$ cat src/rtl/spi_ram_port_if.sv
// Word-stream link between the SPI slave and the RAM port.
// The master side (SPI slave) drives command words; the slave side (RAM port)
// returns read data plus status pulses.
interface spi_ram_port_if;
    logic [9:0] din;
    logic       rx_valid;
    logic [7:0] dout;
    logic       tx_valid;
    logic       cmd_err;

    modport master (output din, rx_valid, input dout, tx_valid, cmd_err);
    modport slave  (input din, rx_valid, output dout, tx_valid, cmd_err);
endinterface

$ cat src/rtl/spi_ram_port.sv
// Single-port RAM stage behind the SPI slave.
// din[9:8] selects WR_ADDR / WR_DATA / RD_ADDR / RD_DATA, din[7:0] is payload.
// Data commands issued before their address register is loaded are rejected
// with a one-cycle cmd_err pulse.
// Optional: RAM_ADDR_AUTOINC_EN post-increments the relevant address after
// every accepted data word (wrapping at MEM_DEPTH).
module spi_ram_port #(
    parameter int MEM_DEPTH = 256,
    parameter int ADDR_SIZE = 8
) (
    input  logic           clk,
    input  logic           rst_n,
    spi_ram_port_if.slave  bus
);

    typedef enum logic [1:0] {
        CMD_WR_ADDR = 2'b00,
        CMD_WR_DATA = 2'b01,
        CMD_RD_ADDR = 2'b10,
        CMD_RD_DATA = 2'b11
    } cmd_t;

    logic [7:0]           mem [MEM_DEPTH];
    logic [ADDR_SIZE-1:0] wr_addr, rd_addr;
    logic                 wr_addr_vld, rd_addr_vld;
    logic [7:0]           dout_q;
    logic                 tx_valid_q, cmd_err_q;
    cmd_t                 cmd;
    logic                 wr_en, rd_en;

    assign cmd = cmd_t'(bus.din[9:8]);

    // Accepted data commands; din is only decoded while rx_valid is high.
    always_comb begin
        wr_en = 1'b0;
        rd_en = 1'b0;
        if (bus.rx_valid) begin
            wr_en = (cmd == CMD_WR_DATA) && wr_addr_vld;
            rd_en = (cmd == CMD_RD_DATA) && rd_addr_vld;
        end
    end

    // Memory array write; contents intentionally survive reset.
    always_ff @(posedge clk) begin
        if (wr_en) mem[wr_addr] <= bus.din[7:0];
    end

    // Address registers, validity flags, registered read data and status pulses.
    always_ff @(posedge clk or negedge rst_n) begin
        if (!rst_n) begin
            wr_addr     <= '0;
            rd_addr     <= '0;
            wr_addr_vld <= 1'b0;
            rd_addr_vld <= 1'b0;
            dout_q      <= 8'h00;
            tx_valid_q  <= 1'b0;
            cmd_err_q   <= 1'b0;
        end else begin
            tx_valid_q <= 1'b0;
            cmd_err_q  <= 1'b0;
            if (bus.rx_valid) begin
                case (cmd)
                    CMD_WR_ADDR: begin
                        wr_addr     <= bus.din[ADDR_SIZE-1:0];
                        wr_addr_vld <= 1'b1;
                    end
                    CMD_WR_DATA: begin
                        if (!wr_addr_vld) cmd_err_q <= 1'b1;
`ifdef RAM_ADDR_AUTOINC_EN
                        else wr_addr <= wr_addr + 1'b1;
`endif
                    end
                    CMD_RD_ADDR: begin
                        rd_addr     <= bus.din[ADDR_SIZE-1:0];
                        rd_addr_vld <= 1'b1;
                    end
                    CMD_RD_DATA: begin
                        if (rd_en) begin
                            dout_q     <= mem[rd_addr];
                            tx_valid_q <= 1'b1;
`ifdef RAM_ADDR_AUTOINC_EN
                            rd_addr    <= rd_addr + 1'b1;
`endif
                        end else begin
                            cmd_err_q <= 1'b1;
                        end
                    end
                    default: ;
                endcase
            end
        end
    end

    assign bus.dout     = dout_q;
    assign bus.tx_valid = tx_valid_q;
    assign bus.cmd_err  = cmd_err_q;

endmodule

$ cat src/flat_wrapper.sv
// flat-port wrapper written by rule: the top's interface ports become plain ports
module spi_ram_port_flat 
#(
    parameter int MEM_DEPTH = 256,
    parameter int ADDR_SIZE = 8
)
  (clk, rst_n, bus_din, bus_rx_valid, bus_dout, bus_tx_valid, bus_cmd_err);
  spi_ram_port_if bus_i ();
  input  logic clk;
  input  logic rst_n;
  input wire logic [$bits(bus_i.din)-1:0] bus_din;
  input wire logic [$bits(bus_i.rx_valid)-1:0] bus_rx_valid;
  output wire logic [$bits(bus_i.dout)-1:0] bus_dout;
  output wire logic [$bits(bus_i.tx_valid)-1:0] bus_tx_valid;
  output wire logic [$bits(bus_i.cmd_err)-1:0] bus_cmd_err;
  assign bus_i.din = bus_din;
  assign bus_i.rx_valid = bus_rx_valid;
  assign bus_dout = bus_i.dout;
  assign bus_tx_valid = bus_i.tx_valid;
  assign bus_cmd_err = bus_i.cmd_err;
  spi_ram_port #(.MEM_DEPTH(MEM_DEPTH), .ADDR_SIZE(ADDR_SIZE)) u_core (.clk(clk), .rst_n(rst_n), .bus(bus_i));
endmodule
$ cat config.mk
export PLATFORM = sky130hd
export DESIGN_NAME = spi_ram_port_flat
export DESIGN_NICKNAME = d
export VERILOG_FILES = /design/src/rtl/spi_ram_port_if.sv /design/src/rtl/spi_ram_port.sv /design/src/flat_wrapper.sv
export SDC_FILE = /design/constraint.sdc
export NUM_CORES = 2
export LEC_CHECK = 0
export ABC_AREA = 0
export BUFFER_PORTS_ARGS = -buffer_cell sky130_fd_sc_hd__buf_2
export CAP_MARGIN = 40
export CORE_ASPECT_RATIO = 1.75
export CORE_UTILIZATION = 45
export CTS_BUF_LIST = sky130_fd_sc_hd__clkbuf_8
export DETAILED_ROUTE_END_ITERATION = 12
export HOLD_SLACK_MARGIN = 0.1
export PLACE_DENSITY = 0.63
export SLEW_MARGIN = 20
export SYNTH_ARGS = -nofsm -noshare
export SYNTH_HDL_FRONTEND = slang
export SYNTH_SLANG_ARGS = --single-unit
$ cat constraint.sdc
create_clock -name clk -period 2.16 [get_ports clk]
set_input_delay 0.216 -clock clk [delete_from_list [all_inputs] [get_ports clk]]
set_output_delay 0.216 -clock clk [all_outputs]
set_load 0.005 [all_outputs]
Word level (Yosys, flattened, before mapping):

Memory sizes are Yosys's and may differ from the RTL's. A register that Yosys moved wholly into a read port is not among the register bits.
Index checks and enable logic that the tools add are counted.

* equal/unequal tests: 3
* muxes and demuxes: 11
* reductions and logical operators: 7

Operator list (number)
* $mux 1: 10
* $eq 2x2->1 const B: 2
* $reduce_and 2->1: 2
* $reduce_and 3->1: 1
* $eq 2x1->1 const B: 1
* $logic_and 1x1->1: 2
* $logic_not 2->1: 1
* $pmux 1 s2: 1
* $logic_not 1->1: 1

* register bits: 20
* RAM bits: 2048
* word-level logic and storage cells: 28
* memories kept: 1

Memory list
* u_core.mem: depth 256, bits a word 8, rd ports 1, clocked after Yosys merged registers in 1, write ports 1, line spi_ram_port.sv:23 `logic [7:0] mem [MEM_DEPTH];`

Depth between registers and ports, before layout:

* depth after elaboration: 6
* gate-level depth with buffers: 13
* depth with buffers taken out: 7

Worst setup path before layout:

Ideal clock, no wire load.

* path kind: flip-flop to flip-flop
* from: register u_core.wr_addr[2]
* to: memory u_core.mem[103][0] (enable)
* arrival time: 1.906 ns
* data required time: 1.790 ns
* path slack: -0.116 ns
* cell stages (with the launch flop): 7
* path buffers: 2
* period minus slack after synthesis: 2.276 ns
* cells stage by stage: dfrtp_1 -> clkbuf_1 -> nor2b_1 -> nand3_1 -> nand2b_1 -> clkbuf_1 -> nor2_1

RTL lines
* start: declaration: line spi_ram_port.sv:24 `logic [ADDR_SIZE-1:0] wr_addr, rd_addr;`
* start signal: assignment: line spi_ram_port.sv:64 `wr_addr <= bus.din[ADDR_SIZE-1:0];`
* end: declaration: line spi_ram_port.sv:23

No word-level cell before the write port.

==> out/qor.yml <==
synthesis:
  synth_cells: 4081
  yosysWarnings: 0
  synth_area_um2: 81600
  ys_ff_latch: 2076
  synthDistinctLibCells: 69
  synth-seq-area-share: 0.7622
  synth-edff-count: 2048
  synth.avg_cell_area_um2: 20.00
  yosysTopAreaCell: "edfxtp_1"
  syn_nets: 4094
  synth_ff_type: "edfxtp_1"
  async_flop_share: 0.01349
  synth_area_leaders: "edfxtp_1, mux4_2, mux2i_1"
  synthDominantCellAreaShare: 0.7536
final_layout:
  final_util: 0.5450
  drive_gt1_frac: 0.3386
  fillers: 14003
  area_growth_pct: 20.14
  design_area_um2: 98040
  final_net_count: 5109
floorplanning:
  die_h_um: 565.3
  pin_count: 23
  start_util: 0.4536
  coreArea_um2: 179900
  num_rows: 206
  die-area_um2: 183100
  fp.dieW_um: 323.9
detailed_routing:
  first_pass_iters: 8
  ant_nets: 0
  wl_per_cell_um: 30.26
  vias_per_cell: 5.818
  first_iter_violations: 4709
  num_vias: 44787
  wirelength_um: 232900
  drc: 0
timing:
  worstMarginPinSlew_ns: 0.7989
  holdWs_ns: 0.2334
  slew-limit-headroom: 0.4674
  max_freq_mhz: 348.7
  rsz0062_at_grt: "true"
  period_share: 1.328
  finalCriticalPeriod_ns: 2.867
  fin_setup_tns_ns: -5.300
  finalMaxSlewViolations: 0
  setup_violations: 8
  hold_viol_final: 0
  fin_ws_ns: -0.7074
  worst_clock_skew_ns: 0.06512
setup_path:
  critical_path_required_ns: 2.98
  cp_data_arrival_time_ns: 3.69
  cpPeakStageDelay_ns: 0.53
  critPathSlowestCell: "a211oi_4"
  startpoint_type: "flop"
  path_cells: "buf_12 > buf_12 > buf_12 > buf_16 > mux4_2 > a211oi_4 > a32oi_2 > nand4_1 > o31a_1 > o31ai_2"
  cpMostUsedCell: "buf_12"
  crit_fanout: 6
  end_kind: "flop"
  crit_type: "flop to flop"
cts:
  cts_buffers: 287
  h-tree-depth: 5
  cts_buffer_depth: 4
  root_buffer: "clkbuf_8"
  clock_sinks: 2076
  cts.clk_slew.worst_paths_ns: 0.07
  clk_latency_ns: 0.94
  tritoncts: "done"
place:
  place_area_um2: 90560
  dp_hpwl_um: 157100
  place.gp.congestion: 0.9094
  numPortBuffers: 22
grt:
  grt_max_degree: 101
  grt_usage: 0.2512
  grt_overflow_total: 0
  grt_pass1_vias: 46055
  antenna_found_initial: 3
  grt_pass1_wl_um: 323700
worst_hold_path:
  hold_class: "input port to flop"
status:
  violations: "setup timing"
  outcome: "complete, but fails checks"
power:
  power.leakage_nw: 33.32
  p_per_area_nw_per_um2: 913.6
  worst_ir_drop_vdd_v: 0.0004996
flow_run:
  drv_cap: 0
path summary, 6_finish.rpt:
path | start | to | slack, ns | cells after the start
max in group asynchronous | rst_n | u_core.rd_addr[0]$_DFFE_PN0P_ | 1.47 | 4
max | u_core.rd_addr[0]$_DFFE_PN0P_ | u_core.bus.dout[3]$_DFFE_PN0P_ | -0.71 | 10
min in group asynchronous | rst_n | u_core.bus.dout[7]$_DFFE_PN0P_ | 0.45 | 4
min reg2reg | u_core.wr_addr_vld$_DFFE_PN0P_ | u_core.wr_addr_vld$_DFFE_PN0P_ | 0.46 | 1
min | bus_rx_valid | u_core.bus.tx_valid$_DFF_PN0_ | 0.23 | 4
max reg2reg | u_core.rd_addr[0]$_DFFE_PN0P_ | u_core.bus.dout[3]$_DFFE_PN0P_ | -0.71 | 10
where the power goes:
group | internal (mW) | switching (mW) | total (mW)
Combinational | 7.41 | 9.43 | 16.8
Clock | 13.6 | 14.5 | 28.1
Sequential | 44.4 | 0.270 | 44.7
metal layers:
layer	track usage	up-vias	part of all wire	wire length (um)
li1	-	18927	-	-
met1	0.2748	23375	0.34	78960
met2	0.4511	1922	0.53	123800
met3	0.02887	563	0.054	12680
met4	0.1760	0	0.075	17500
met5	0	-	0	0
flip-flops by register name, summed over array words and instances, names as in the netlist:
| name | flops |
|---|---|
| u_core.rd_addr | 8 |
| u_core.wr_addr | 8 |
| u_core.mem | 2048 |
| u_core.bus.cmd_err | 1 |
| u_core.wr_addr_vld | 1 |
| u_core.bus.tx_valid | 1 |
| u_core.rd_addr_vld | 1 |
| u_core.bus.dout | 8 |
logic make-up after synthesis:
group,share of synthesized area
DFF,0.7622
and+or+nand+nor,0.02893
AOI/OAI and AO/OA,0.03957
muxes,0.1447
buffers and inverters,0.02456
Yosys cell counts, types with 8 or more instances:
library cell  number
nand4_1           18
nor4_1             8
nand3_1           40
o22ai_1          120
nor2b_1           14
mux4_1            52
buf_6             40
buf_4             29
o221ai_1          58
a211oi_1          52
a221oi_1          24
buf_12            20
a22oi_1           30
a21oi_1           58
o21ai_0           51
buf_2             36
mux2i_1          392
nand2_1          115
clkbuf_1          88
nor3_1            22
mux4_2           276
a31oi_1           14
dfrtp_1           28
mux2_2            27
edfxtp_1        2048
buf_8             19
nor2_1           281
placed cells by master, fill, tap and decap left out, drive strengths merged, types with 6 or more instances in the layout:
| cell | instances |
|---|---|
| mux2 | 27 |
| clkinv | 101 |
| a22oi | 30 |
| o21ai | 58 |
| bufinv | 7 |
| edfxtp | 2048 |
| clkinvlp | 15 |
| nor4 | 10 |
| inv | 84 |
| a221oi | 24 |
| nor2b | 14 |
| nor2 | 282 |
| nor3 | 22 |
| a21oi | 58 |
| dlygate4sd3 | 16 |
| a31oi | 14 |
| a211oi | 52 |
| mux4 | 328 |
| o22ai | 120 |
| nand2 | 117 |
| o22a | 6 |
| clkbuf | 307 |
| nand3 | 40 |
| nand4 | 18 |
| nand2b | 7 |
| o221ai | 60 |
| and2 | 6 |
| mux2i | 392 |
| buf | 940 |
| dfrtp | 28 |
stage by stage:
step / cells / worst slack [ns] / total power, mW
finish: 7698 / -0.7074 / 89.58
global route: 7695 / -0.6981 / 91.98
CTS: 7671 / -0.7100 / 89.32
detailed placement: 7116 / -1.439 / 60.41
global placement: 7113 / -1.833 / 60.29
floorplan: 4081 / -0.1158 / 53.41
worst max-delay path: cells and delay by family, from the launching register on:
kind	cells	cell delay [ns]
compound gates	4	1.02
buf+inv	4	0.57
flops	1	0.50
mux	1	0.46
simple gates	1	0.18
timing repair:
item                                   in CTS  in global routing
endpoints found under the hold margin     853                  0
gates resized for setup                   159                116
cloned                                     11                  5
setup endpoints to repair                 144                107
pin swaps                                  29                 42
hold buffers                               17                  0
buffers inserted                           36                 23
cell type report:
class                           instances  area (um2)  share of cell area
Clock inverter                        201        1089             0.01110
Antenna cell                            4       10.01           0.0001021
Timing Repair Buffer                  972        9289             0.09474
Multi-Input combinational cell       1753       18380              0.1874
Clock buffer                          294        4046             0.04127
Tap cell                             2392        2993             0.03053
Sequential cell                      2076       62210              0.6346
Inverter                                6       25.02           0.0002552
Power figures use the tool's default switching activity.
